File: src/rtl/egg_timer_pkg.sv
// Shared egg-timer definitions: converter FSM states, BCD digit constants,
// and the default largest legal setpoint.
package egg_timer_pkg;

    typedef enum logic [1:0] {
        IDLE   = 2'd0,
        SHIFT  = 2'd1,
        FINISH = 2'd2
    } conv_state_e;

    localparam int unsigned BCD_DIGIT_W     = 4;
    localparam int unsigned BCD_DIGIT_MAX   = 9;
    localparam int unsigned BCD_ADJ_THRESH  = 8;
    localparam int unsigned BCD_ADJ_VAL     = 3;
    localparam int unsigned MAX_VAL_DEFAULT = 59;

    function automatic logic bcd_digit_invalid(input logic [BCD_DIGIT_W-1:0] digit);
        return digit > BCD_DIGIT_W'(BCD_DIGIT_MAX);
    endfunction

endpackage

File: src/rtl/bcd_to_binary_seq_if.sv
// Handshake/data bundle between the setpoint entry logic and the BCD-to-binary
// converter. BCD_CHECK_EN adds the bcd_err status line.
interface bcd_to_binary_seq_if
    import egg_timer_pkg::*;
#(
    parameter int unsigned BIN_W = 7
);
    logic                   start;
    logic [BCD_DIGIT_W-1:0] bcd2;
    logic [BCD_DIGIT_W-1:0] bcd1;
    logic                   busy;
    logic                   done;
    logic [BIN_W-1:0]       q;
    logic                   over_max;
`ifdef BCD_CHECK_EN
    logic                   bcd_err;

    modport master (output start, bcd2, bcd1,
                    input  busy, done, q, over_max, bcd_err);
    modport slave  (input  start, bcd2, bcd1,
                    output busy, done, q, over_max, bcd_err);
`else
    modport master (output start, bcd2, bcd1,
                    input  busy, done, q, over_max);
    modport slave  (input  start, bcd2, bcd1,
                    output busy, done, q, over_max);
`endif

endinterface

File: src/rtl/bcd_digit_adjust.sv
// Reverse double-dabble nibble correction: values >= 8 get 3 subtracted.
module bcd_digit_adjust
    import egg_timer_pkg::*;
(
    input  logic [BCD_DIGIT_W-1:0] digit_i,
    output logic [BCD_DIGIT_W-1:0] digit_o
);

    assign digit_o = (digit_i >= BCD_DIGIT_W'(BCD_ADJ_THRESH))
                   ? digit_i - BCD_DIGIT_W'(BCD_ADJ_VAL)
                   : digit_i;

endmodule

File: src/rtl/bcd_to_binary_seq.sv
// Two-digit BCD to binary converter, one reverse double-dabble step per clock.
// Optional macro BCD_CHECK_EN: reject digits > 9 with bcd_err and q = 0.
module bcd_to_binary_seq
    import egg_timer_pkg::*;
#(
    parameter int unsigned BIN_W   = 7,
    parameter int unsigned MAX_VAL = MAX_VAL_DEFAULT
) (
    input  logic               clk,
    input  logic               reset,
    bcd_to_binary_seq_if.slave bus
);

    localparam int unsigned BCD_W = 2 * BCD_DIGIT_W;
    localparam int unsigned CNT_W = $clog2(BIN_W + 1);

    conv_state_e      state_q;
    logic [BCD_W-1:0] bcd_sr_q;
    logic [BCD_W-1:0] bcd_shift;
    logic [BCD_W-1:0] bcd_sr_d;
    logic [BIN_W-1:0] bin_sr_q;
    logic [BIN_W-1:0] bin_sr_d;
    logic [CNT_W-1:0] cnt_q;
    logic             busy_q;
    logic             done_q;
    logic [BIN_W-1:0] q_q;
    logic             over_max_q;

    // The BCD register's LSB falls into the binary register's MSB each step
    assign bcd_shift = {1'b0, bcd_sr_q[BCD_W-1:1]};
    assign bin_sr_d  = {bcd_sr_q[0], bin_sr_q[BIN_W-1:1]};

    for (genvar g = 0; g < 2; g++) begin : g_adj
        bcd_digit_adjust u_adj (
            .digit_i (bcd_shift[g*BCD_DIGIT_W +: BCD_DIGIT_W]),
            .digit_o (bcd_sr_d[g*BCD_DIGIT_W +: BCD_DIGIT_W])
        );
    end

`ifdef BCD_CHECK_EN
    logic digits_bad_c;
    logic err_pend_q;
    logic bcd_err_q;

    assign digits_bad_c = bcd_digit_invalid(bus.bcd2) || bcd_digit_invalid(bus.bcd1);
    assign bus.bcd_err  = bcd_err_q;
`endif

    always_ff @(posedge clk or posedge reset) begin
        if (reset) begin
            state_q    <= IDLE;
            bcd_sr_q   <= '0;
            bin_sr_q   <= '0;
            cnt_q      <= '0;
            busy_q     <= 1'b0;
            done_q     <= 1'b0;
            q_q        <= '0;
            over_max_q <= 1'b0;
`ifdef BCD_CHECK_EN
            err_pend_q <= 1'b0;
            bcd_err_q  <= 1'b0;
`endif
        end else begin
            done_q <= 1'b0;
            case (state_q)
                IDLE: begin
                    if (bus.start) begin
                        bcd_sr_q <= {bus.bcd2, bus.bcd1};
                        bin_sr_q <= '0;
                        cnt_q    <= '0;
                        busy_q   <= 1'b1;
                        state_q  <= SHIFT;
`ifdef BCD_CHECK_EN
                        err_pend_q <= digits_bad_c;
                        if (digits_bad_c) begin
                            bcd_sr_q <= '0;
                            state_q  <= FINISH;
                        end
`endif
                    end
                end
                SHIFT: begin
                    bcd_sr_q <= bcd_sr_d;
                    bin_sr_q <= bin_sr_d;
                    cnt_q    <= cnt_q + CNT_W'(1);
                    if (cnt_q == CNT_W'(BIN_W - 1)) begin
                        state_q <= FINISH;
                    end
                end
                FINISH: begin
                    q_q        <= bin_sr_q;
                    over_max_q <= (bin_sr_q > BIN_W'(MAX_VAL));
`ifdef BCD_CHECK_EN
                    bcd_err_q  <= err_pend_q;
                    if (err_pend_q) begin
                        q_q        <= '0;
                        over_max_q <= 1'b0;
                    end
`endif
                    done_q  <= 1'b1;
                    busy_q  <= 1'b0;
                    state_q <= IDLE;
                end
                default: state_q <= IDLE;
            endcase
        end
    end

    assign bus.busy     = busy_q;
    assign bus.done     = done_q;
    assign bus.q        = q_q;
    assign bus.over_max = over_max_q;

endmodule
File: src/flat_wrapper.sv
// flat-port wrapper written by rule: the top's interface ports become plain ports
module bcd_to_binary_seq_flat import egg_timer_pkg::*;
#(
    parameter int unsigned BIN_W   = 7,
    parameter int unsigned MAX_VAL = MAX_VAL_DEFAULT
)
  (clk, reset, bus_start, bus_bcd2, bus_bcd1, bus_busy, bus_done, bus_q, bus_over_max);
  bcd_to_binary_seq_if #(.BIN_W(BIN_W)) bus_i ();
  input  logic clk;
  input  logic reset;
  input wire logic [$bits(bus_i.start)-1:0] bus_start;
  input wire logic [$bits(bus_i.bcd2)-1:0] bus_bcd2;
  input wire logic [$bits(bus_i.bcd1)-1:0] bus_bcd1;
  output wire logic [$bits(bus_i.busy)-1:0] bus_busy;
  output wire logic [$bits(bus_i.done)-1:0] bus_done;
  output wire logic [$bits(bus_i.q)-1:0] bus_q;
  output wire logic [$bits(bus_i.over_max)-1:0] bus_over_max;
  assign bus_i.start = bus_start;
  assign bus_i.bcd2 = bus_bcd2;
  assign bus_i.bcd1 = bus_bcd1;
  assign bus_busy = bus_i.busy;
  assign bus_done = bus_i.done;
  assign bus_q = bus_i.q;
  assign bus_over_max = bus_i.over_max;
  bcd_to_binary_seq #(.BIN_W(BIN_W), .MAX_VAL(MAX_VAL)) u_core (.clk(clk), .reset(reset), .bus(bus_i));
endmodule
File: config.mk
export PLATFORM = sky130hd
export DESIGN_NAME = bcd_to_binary_seq_flat
export DESIGN_NICKNAME = d
export VERILOG_FILES = /design/src/rtl/egg_timer_pkg.sv /design/src/rtl/bcd_to_binary_seq_if.sv /design/src/rtl/bcd_digit_adjust.sv /design/src/rtl/bcd_to_binary_seq.sv /design/src/flat_wrapper.sv
export SDC_FILE = /design/constraint.sdc
export NUM_CORES = 1
export LEC_CHECK = 0
export ABC_AREA = 1
export CORE_MARGIN = 2
export CORE_UTILIZATION = 45
export CTS_CLUSTER_DIAMETER = 150
export DETAILED_ROUTE_END_ITERATION = 8
export PLACE_DENSITY_LB_ADDON = 0.2
export SYNTH_ARGS = -nofsm -noshare
export SYNTH_HDL_FRONTEND = slang
export SYNTH_SLANG_ARGS = --single-unit
File: constraint.sdc
create_clock -name clk -period 3.9 [get_ports clk]
set_clock_uncertainty 0.2 [all_clocks]
set_input_delay 0.585 -clock clk [delete_from_list [all_inputs] [get_ports clk]]
set_output_delay 0.585 -clock clk [all_outputs]
set_load 0.01 [all_outputs]
==> results.py, run 1 <==
metrics = {
    "cts": {
        "cts.sinks": 30,
        "cts_resized": 0,
        "path_clk_slew_ns": 0.11,
        "numCtsBuffers": 5,
        "cts_hold_buf": 0,
        "clockBufferDepth": 2,
        "worstSkewPairLatency_ns": 0.34,
        "post_cts_buffers": 0,
        "cts_root_buffer": "clkbuf_4",
        "htreeDepth": 2,
        "cts_tree": "yes",
    },
    "route": {
        "wire_per_inst_um": 12.6,
        "vias_per_cell": 5.14,
        "ant_nets": 0,
        "via_count": 1063,
        "firstDrtPassIters": 6,
        "route.detailed.drc": 3,
        "drtIter0Drc": 51,
        "wl_mm": 2.60,
    },
    "synth": {
        "synthArstFlopShare_pct": 100,
        "synth-main-ff-cell": "dfrtp_1",
        "syn_area_sq_mm": 0.00135,
        "synth_fp_nets": 167,
        "synthSimpleGateAreaFrac_pct": 21.5,
        "synthMuxAreaShare_pct": 0,
        "synth_cell_types": 18,
        "yosysSeqAreaShare_pct": 55.6,
        "synth_xor_xnor_area_share_pct": 0,
        "synth_top_area_share_pct": 55.6,
        "synth_largest_area_cell": "dfrtp_1",
        "synth_seq_cells": 30,
        "postSynthCellCount": 152,
        "synth_fa_ha_area_share_pct": 3.71,
        "synthTopCellsByArea": "dfrtp_1 56%, nand2_1 10%, o21ai_0 6.7%",
        "synth_compound_area_share_pct": 9.82,
        "yosysMostFrequentCell": "nand2_1",
        "yosysWarnings": 0,
        "synth_edf_count": 0,
        "syn_area_per_cell_sq_um": 8.88,
        "synth_common_cells": "36 x nand2_1, 30 x dfrtp_1, 24 x inv_1, 18 x o21ai_0, 15 x nand3_1",
        "synth_top_family_by_area": "simple AND/OR/NAND/NOR gates",
    },
    "worst_setup_path": {
        "slowest_stage": "clkdlybuf4s50_1",
        "crit_fanout": 2,
        "crit_buf_inv": 1,
        "crit_required_ns": 3.12,
        "crit_path_max_incr_delay_ns": 0.54,
        "worstSetupPathType": "flip-flop to output pin",
        "arrival_ns": 1.26,
        "crit_family": "buffers and inverters",
        "end_kind": "output pin",
        "crit_path_start_kind": "flip-flop",
        "crit_chain": "clkdlybuf4s50_1",
    },
    "place": {
        "place_ws_ns": 1.73,
        "gp_congestion": 0.764,
        "dp_hpwl_mm": 1.79,
        "port_buffers": 20,
    },
    "power": {
        "power_density_mw_per_mm2": 754,
        "ir_drop_mv": 0.391,
        "seq_power_share_pct": 43.3,
        "p_int_w": 0.000744,
        "p_leak_nw": 0.816,
        "power_frac_comb_pct": 40.7,
        "power.switching_w": 0.000480,
        "clkPwrFrac_pct": 16.0,
        "swShare_pct": 39.2,
    },
    "global_route": {
        "track_usage_pct": 17.4,
        "grt_pass1_wl_mm": 4.33,
        "grt_max_degree": 31,
        "grt-ovfl-total": 0,
        "grt_pass1_vias": 1003,
        "antenna_found_initial": 0,
    },
    "layout": {
        "areaGrowthSynthToFinish_pct": 20.3,
        "antenna_cells": 0,
        "drive_gt1_share_pct": 7.95,
        "nNetsFinal": 190,
    },
    "die": {
        "die_h_um": 58.8,
        "ios": 21,
        "initial_core_util_pct": 48.1,
        "die_w_um": 58.8,
        "core_area_sq_mm": 0.00281,
        "dieArea_sq_mm": 0.00345,
        "rows": 19,
    },
    "run": {
        "max_cap_viol_count": 0,
    },
    "sta": {
        "worstMarginPinSlew_ns": 1.12,
        "relSlewSlack_pct": 25.5,
        "setup_violations": 0,
        "hold_violations": 0,
        "slew_violations": 0,
        "final.setup.worst_slack_ns": 1.86,
        "fin_crit_sh_pct": 52.3,
        "grt_setup_unrepaired": "false",
        "period_minus_slack_ns": 2.04,
        "setup_tns_ns": 0,
        "max_freq_mhz": 490,
    },
    "worst_hold_path": {
        "hp-class": "flip-flop to flip-flop",
    },
    "status": {
        "violations": "design-rule violations",
        "status": "complete, but fails checks",
    },
}
layout make-up:
cell class                 instances  area, sq um
inverter                          26         97.6
timing repair buffer              20          200
sequential                        30          751
clock buffer                       6         51.3
fill                             272         1180
clock inverter                     2         12.5
multi-input combinational         92          473
tap                               31         38.8
power by group through the flow:
stage                     Combinational (W)  Sequential [W]  Clock [W]
after global placement             0.000481        0.000530          0
after CTS                          0.000506        0.000531   0.000203
after global routing               0.000568        0.000549   0.000219
after floorplan                    0.000338        0.000538          0
final                              0.000499        0.000530   0.000195
after detailed placement           0.000500        0.000536          0
cell usage in the layout (no fill, tap or decap), drive strengths merged:
cell type	n
dfrtp	30
ha	4
o21ai	18
nand3	15
nand3b	1
nor3	1
nand2	39
inv	26
clkbuf	6
nor2	4
clkinv	1
nand4	2
or2	1
clkdlybuf4s50	20
o22ai	6
a21oi	1
clkinvlp	1
flip-flops by register name, summed over array words and instances, names as in the netlist:
name	count
u_core.bus.q	7
u_core.cnt_q	3
u_core.bin_sr_q	7
u_core.bcd_sr_q	8
u_core.state_q	2
u_core.bus.over_max	1
u_core.bus.busy	1
u_core.bus.done	1
kinds of logic after synthesis:
family / after synthesis
compound gates: 25
fa+ha+maj: 4
buf+inv: 30
flops: 30
simple gates: 63
through the flow:
stage | utilization [%] | cells | hold slack (ns) | power [W] | area, sq um
5_1_grt | 57.9 | 207 | 0.317 | 0.00134 | 1620
2_1_floorplan | - | 152 | 0.254 | 0.000876 | 1350
6_report | 57.9 | 207 | 0.270 | 0.00122 | 1620
3_5_place_dp | 55.6 | 199 | 0.260 | 0.00104 | 1560
4_1_cts | 57.9 | 207 | 0.283 | 0.00124 | 1620
3_3_place_gp | 55.6 | 199 | 0.254 | 0.00101 | 1560
worst register-to-register path, cell delays in order (launching register included):
cell and delay, ns:
dfrtp_1 0.41, inv_2 0.07, nor2_1 0.53, nand3_1 0.16, nand2_1 0.11, nand2_1 0.05
metal layers:
| layer | share of wire (%) | global-route usage (%) |
|---|---|---|
| met4 | 1.9 | 9.09 |
| met1 | 44 | 19.8 |
| met3 | 5.0 | 7.91 |
| met5 | 0 | 0 |
| met2 | 49 | 27.3 |
path summary, 6_finish.rpt:
path	depth (start not counted)	from	endpoint	slack (ns)
hold reg to reg	2	u_core.bcd_sr_q[0]$_DFFE_PP0P_	u_core.bin_sr_q[6]$_DFFE_PP0P_	0.27
min in group asynchronous	2	reset	u_core.bus.q[4]$_DFFE_PP0P_	0.64
setup / recovery	1	u_core.bus.q[5]$_DFFE_PP0P_	bus_q[5]	1.86
setup reg to reg	5	u_core.state_q[0]$_DFFE_PP0P_	u_core.bcd_sr_q[0]$_DFFE_PP0P_	2.25
hold / removal	2	u_core.bcd_sr_q[0]$_DFFE_PP0P_	u_core.bin_sr_q[6]$_DFFE_PP0P_	0.27
max in group asynchronous	2	reset	u_core.bcd_sr_q[1]$_DFFE_PP0P_	2.17
Note: power is estimated with default switching activity, not from simulation.
==> run 2: changes to the inputs <==
==> constraint.sdc (replaced) <==
create_clock -name clk -period 2.1 [get_ports clk]
set_clock_uncertainty 0.2 [all_clocks]
set_input_delay 0.315 -clock clk [delete_from_list [all_inputs] [get_ports clk]]
set_output_delay 0.315 -clock clk [all_outputs]
set_load 0.01 [all_outputs]
==> results.py, run 2 (synthesis gave the netlist of run 1 again) <==
metrics = {
    "status": {
        "status": "complete, but fails checks",
        "violations": "design-rule violations",
    },
    "layout": {
        "nNetsFinal": 193,
        "fin_util_pct": 58.0,
        "drive_gt1_share_pct": 7.87,
        "postLayoutCellArea_sq_mm": 0.00163,
        "fin_cells": 209,
        "largest_reg_flops": 8,
        "antenna_cells": 0,
        "areaGrowthSynthToFinish_pct": 20.6,
        "final_cell_mix": "36 x nand2_1, 30 x dfrtp_1, 24 x inv_1, 20 x clkdlybuf4s50_1, 18 x o21ai_0",
        "fillers": 260,
        "layout_commonest_cell": "nand2_1",
        "regMostFlops": "u_core.bcd_sr_q",
    },
    "die": {
        "core_area_sq_mm": 0.00281,
        "die_w_um": 58.8,
        "initial_core_util_pct": 48.1,
        "die_h_um": 58.8,
        "rows": 19,
        "dieArea_sq_mm": 0.00345,
        "ios": 21,
    },
    "global_route": {
        "grt_pass1_vias": 1021,
        "grt-ovfl-total": 0,
        "grt_max_degree": 31,
        "grt_pass1_wl_mm": 4.38,
        "antenna_found_initial": 0,
        "track_usage_pct": 17.0,
    },
    "cts": {
        "numCtsBuffers": 5,
        "cts_tree": "yes",
        "cts_root_buffer": "clkbuf_4",
        "worstSkewPairLatency_ns": 0.32,
        "cts.sinks": 30,
        "path_clk_slew_ns": 0.09,
        "cts_resized": 0,
        "htreeDepth": 2,
        "post_cts_buffers": 0,
        "cts_hold_buf": 0,
        "clockBufferDepth": 2,
    },
    "place": {
        "port_buffers": 20,
        "numPlacedInstances": 202,
        "dp_hpwl_mm": 1.82,
        "gp_congestion": 0.745,
        "placed_area_sq_mm": 0.00158,
    },
    "sta": {
        "period_minus_slack_ns": 1.74,
        "setup_violations": 0,
        "hold_violations": 0,
        "relSlewSlack_pct": 75.5,
        "worstMarginPinSlew_ns": 0.368,
        "max_freq_mhz": 574,
        "grt_setup_unrepaired": "false",
        "fin_crit_sh_pct": 82.9,
        "slew_violations": 0,
        "setup_tns_ns": 0,
    },
    "route": {
        "route.detailed.drc": 3,
        "drtIter0Drc": 54,
        "vias_per_cell": 5.19,
        "via_count": 1085,
        "wire_per_inst_um": 12.3,
        "wl_mm": 2.58,
        "ant_nets": 0,
        "firstDrtPassIters": 6,
    },
    "power": {
        "swShare_pct": 39.3,
        "p_total_w": 0.00224,
        "p_leak_nw": 0.821,
        "power_density_mw_per_mm2": 1380,
        "seq_power_share_pct": 44.0,
        "power_frac_comb_pct": 42.4,
        "clkPwrFrac_pct": 13.6,
        "ir_drop_mv": 0.709,
        "p_int_w": 0.00136,
        "power.switching_w": 0.000881,
    },
    "worst_setup_path": {
        "crit_chain": "clkdlybuf4s50_1",
        "crit_path_max_incr_delay_ns": 0.54,
        "end_kind": "output pin",
        "crit_fanout": 2,
        "crit_family": "buffers and inverters",
        "crit-reg2reg-launch": "u_core.state_q[0]$_DFFE_PP0P_",
        "arrival_ns": 1.23,
        "worstSetupPathType": "flip-flop to output pin",
        "crit_buf_inv": 1,
        "crit_path_start_kind": "flip-flop",
        "slowest_stage": "clkdlybuf4s50_1",
        "crit_required_ns": 1.58,
        "setup.worst_path.start": "u_core.bus.q[3]$_DFFE_PP0P_",
    },
    "run": {
        "max_cap_viol_count": 0,
    },
    "worst_hold_path": {
        "hp-class": "input pin to asynchronous set/reset pin",
    },
}
==> run 2: changes by cell type in the layout (fill, tap and decap cells not counted), sizes merged <==
cell,delta
buf,+3
clkbuf,+1
clkinv,-1
clkinvlp,-1
==> run 2: power groups by stage <==
stage	combinational (W)	sequential, W	clock [W]
2_1_floorplan	0.000628	0.000999	0
3_3_place_gp	0.000908	0.000985	0
3_5_place_dp	0.000951	0.000996	0
4_1_cts	0.000961	0.000985	0.000313
5_1_grt	0.00109	0.00101	0.000340
6_report	0.000952	0.000987	0.000306
==> run 2: worst paths after layout <==
check | slack [ns] | depth (start not counted) | to
worst min register to register | 0.27 | 2 | u_core.bus.busy$_DFFE_PP0P_
worst min-delay path | 0.16 | 3 | u_core.bin_sr_q[0]$_DFFE_PP0P_
min in group clk | 0.27 | 2 | u_core.bus.busy$_DFFE_PP0P_
worst max-delay path | 0.36 | 1 | bus_q[3]
max in group asynchronous | 1.27 | 3 | u_core.bus.busy$_DFFE_PP0P_
worst max register to register | 0.67 | 7 | u_core.bus.over_max$_DFFE_PP0P_
==> run 2: tightest hold or removal path, stage by stage <==
cell             delay (ns)
clkdlybuf4s50_1        0.39
inv_1                  0.05
buf_4                  0.34
==> run 2: routing by layer <==
| layer | share of wire (%) | vias up | GRT usage (%) |
|---|---|---|---|
| met5 | 0 | - | 0 |
| met4 | 1.6 | 0 | 5.84 |
| met3 | 5.5 | 4 | 6.15 |
| met2 | 45 | 31 | 24.4 |
| met1 | 47 | 516 | 23.8 |
| li1 | - | 534 | - |
==> run 2: layout make-up <==
class / count / area (sq um) / area share (%)
multi-input combinational: 92 / 473 / 29.1
sequential: 30 / 751 / 46.1
clock buffer: 7 / 45.0 / 2.77
timing repair buffer: 23 / 223 / 13.7
tap: 31 / 38.8 / 2.38
inverter: 26 / 97.6 / 6.00
==> run 2: stage by stage <==
stage / hold slack [ns] / worst slack (ns)
6_report: 0.157 / 0.359
5_1_grt: 0.193 / 0.314
4_1_cts: 0.165 / 0.350
3_5_place_dp: 0.259 / 0.468
3_3_place_gp: 0.255 / 0.528
2_1_floorplan: 0.206 / 0.837
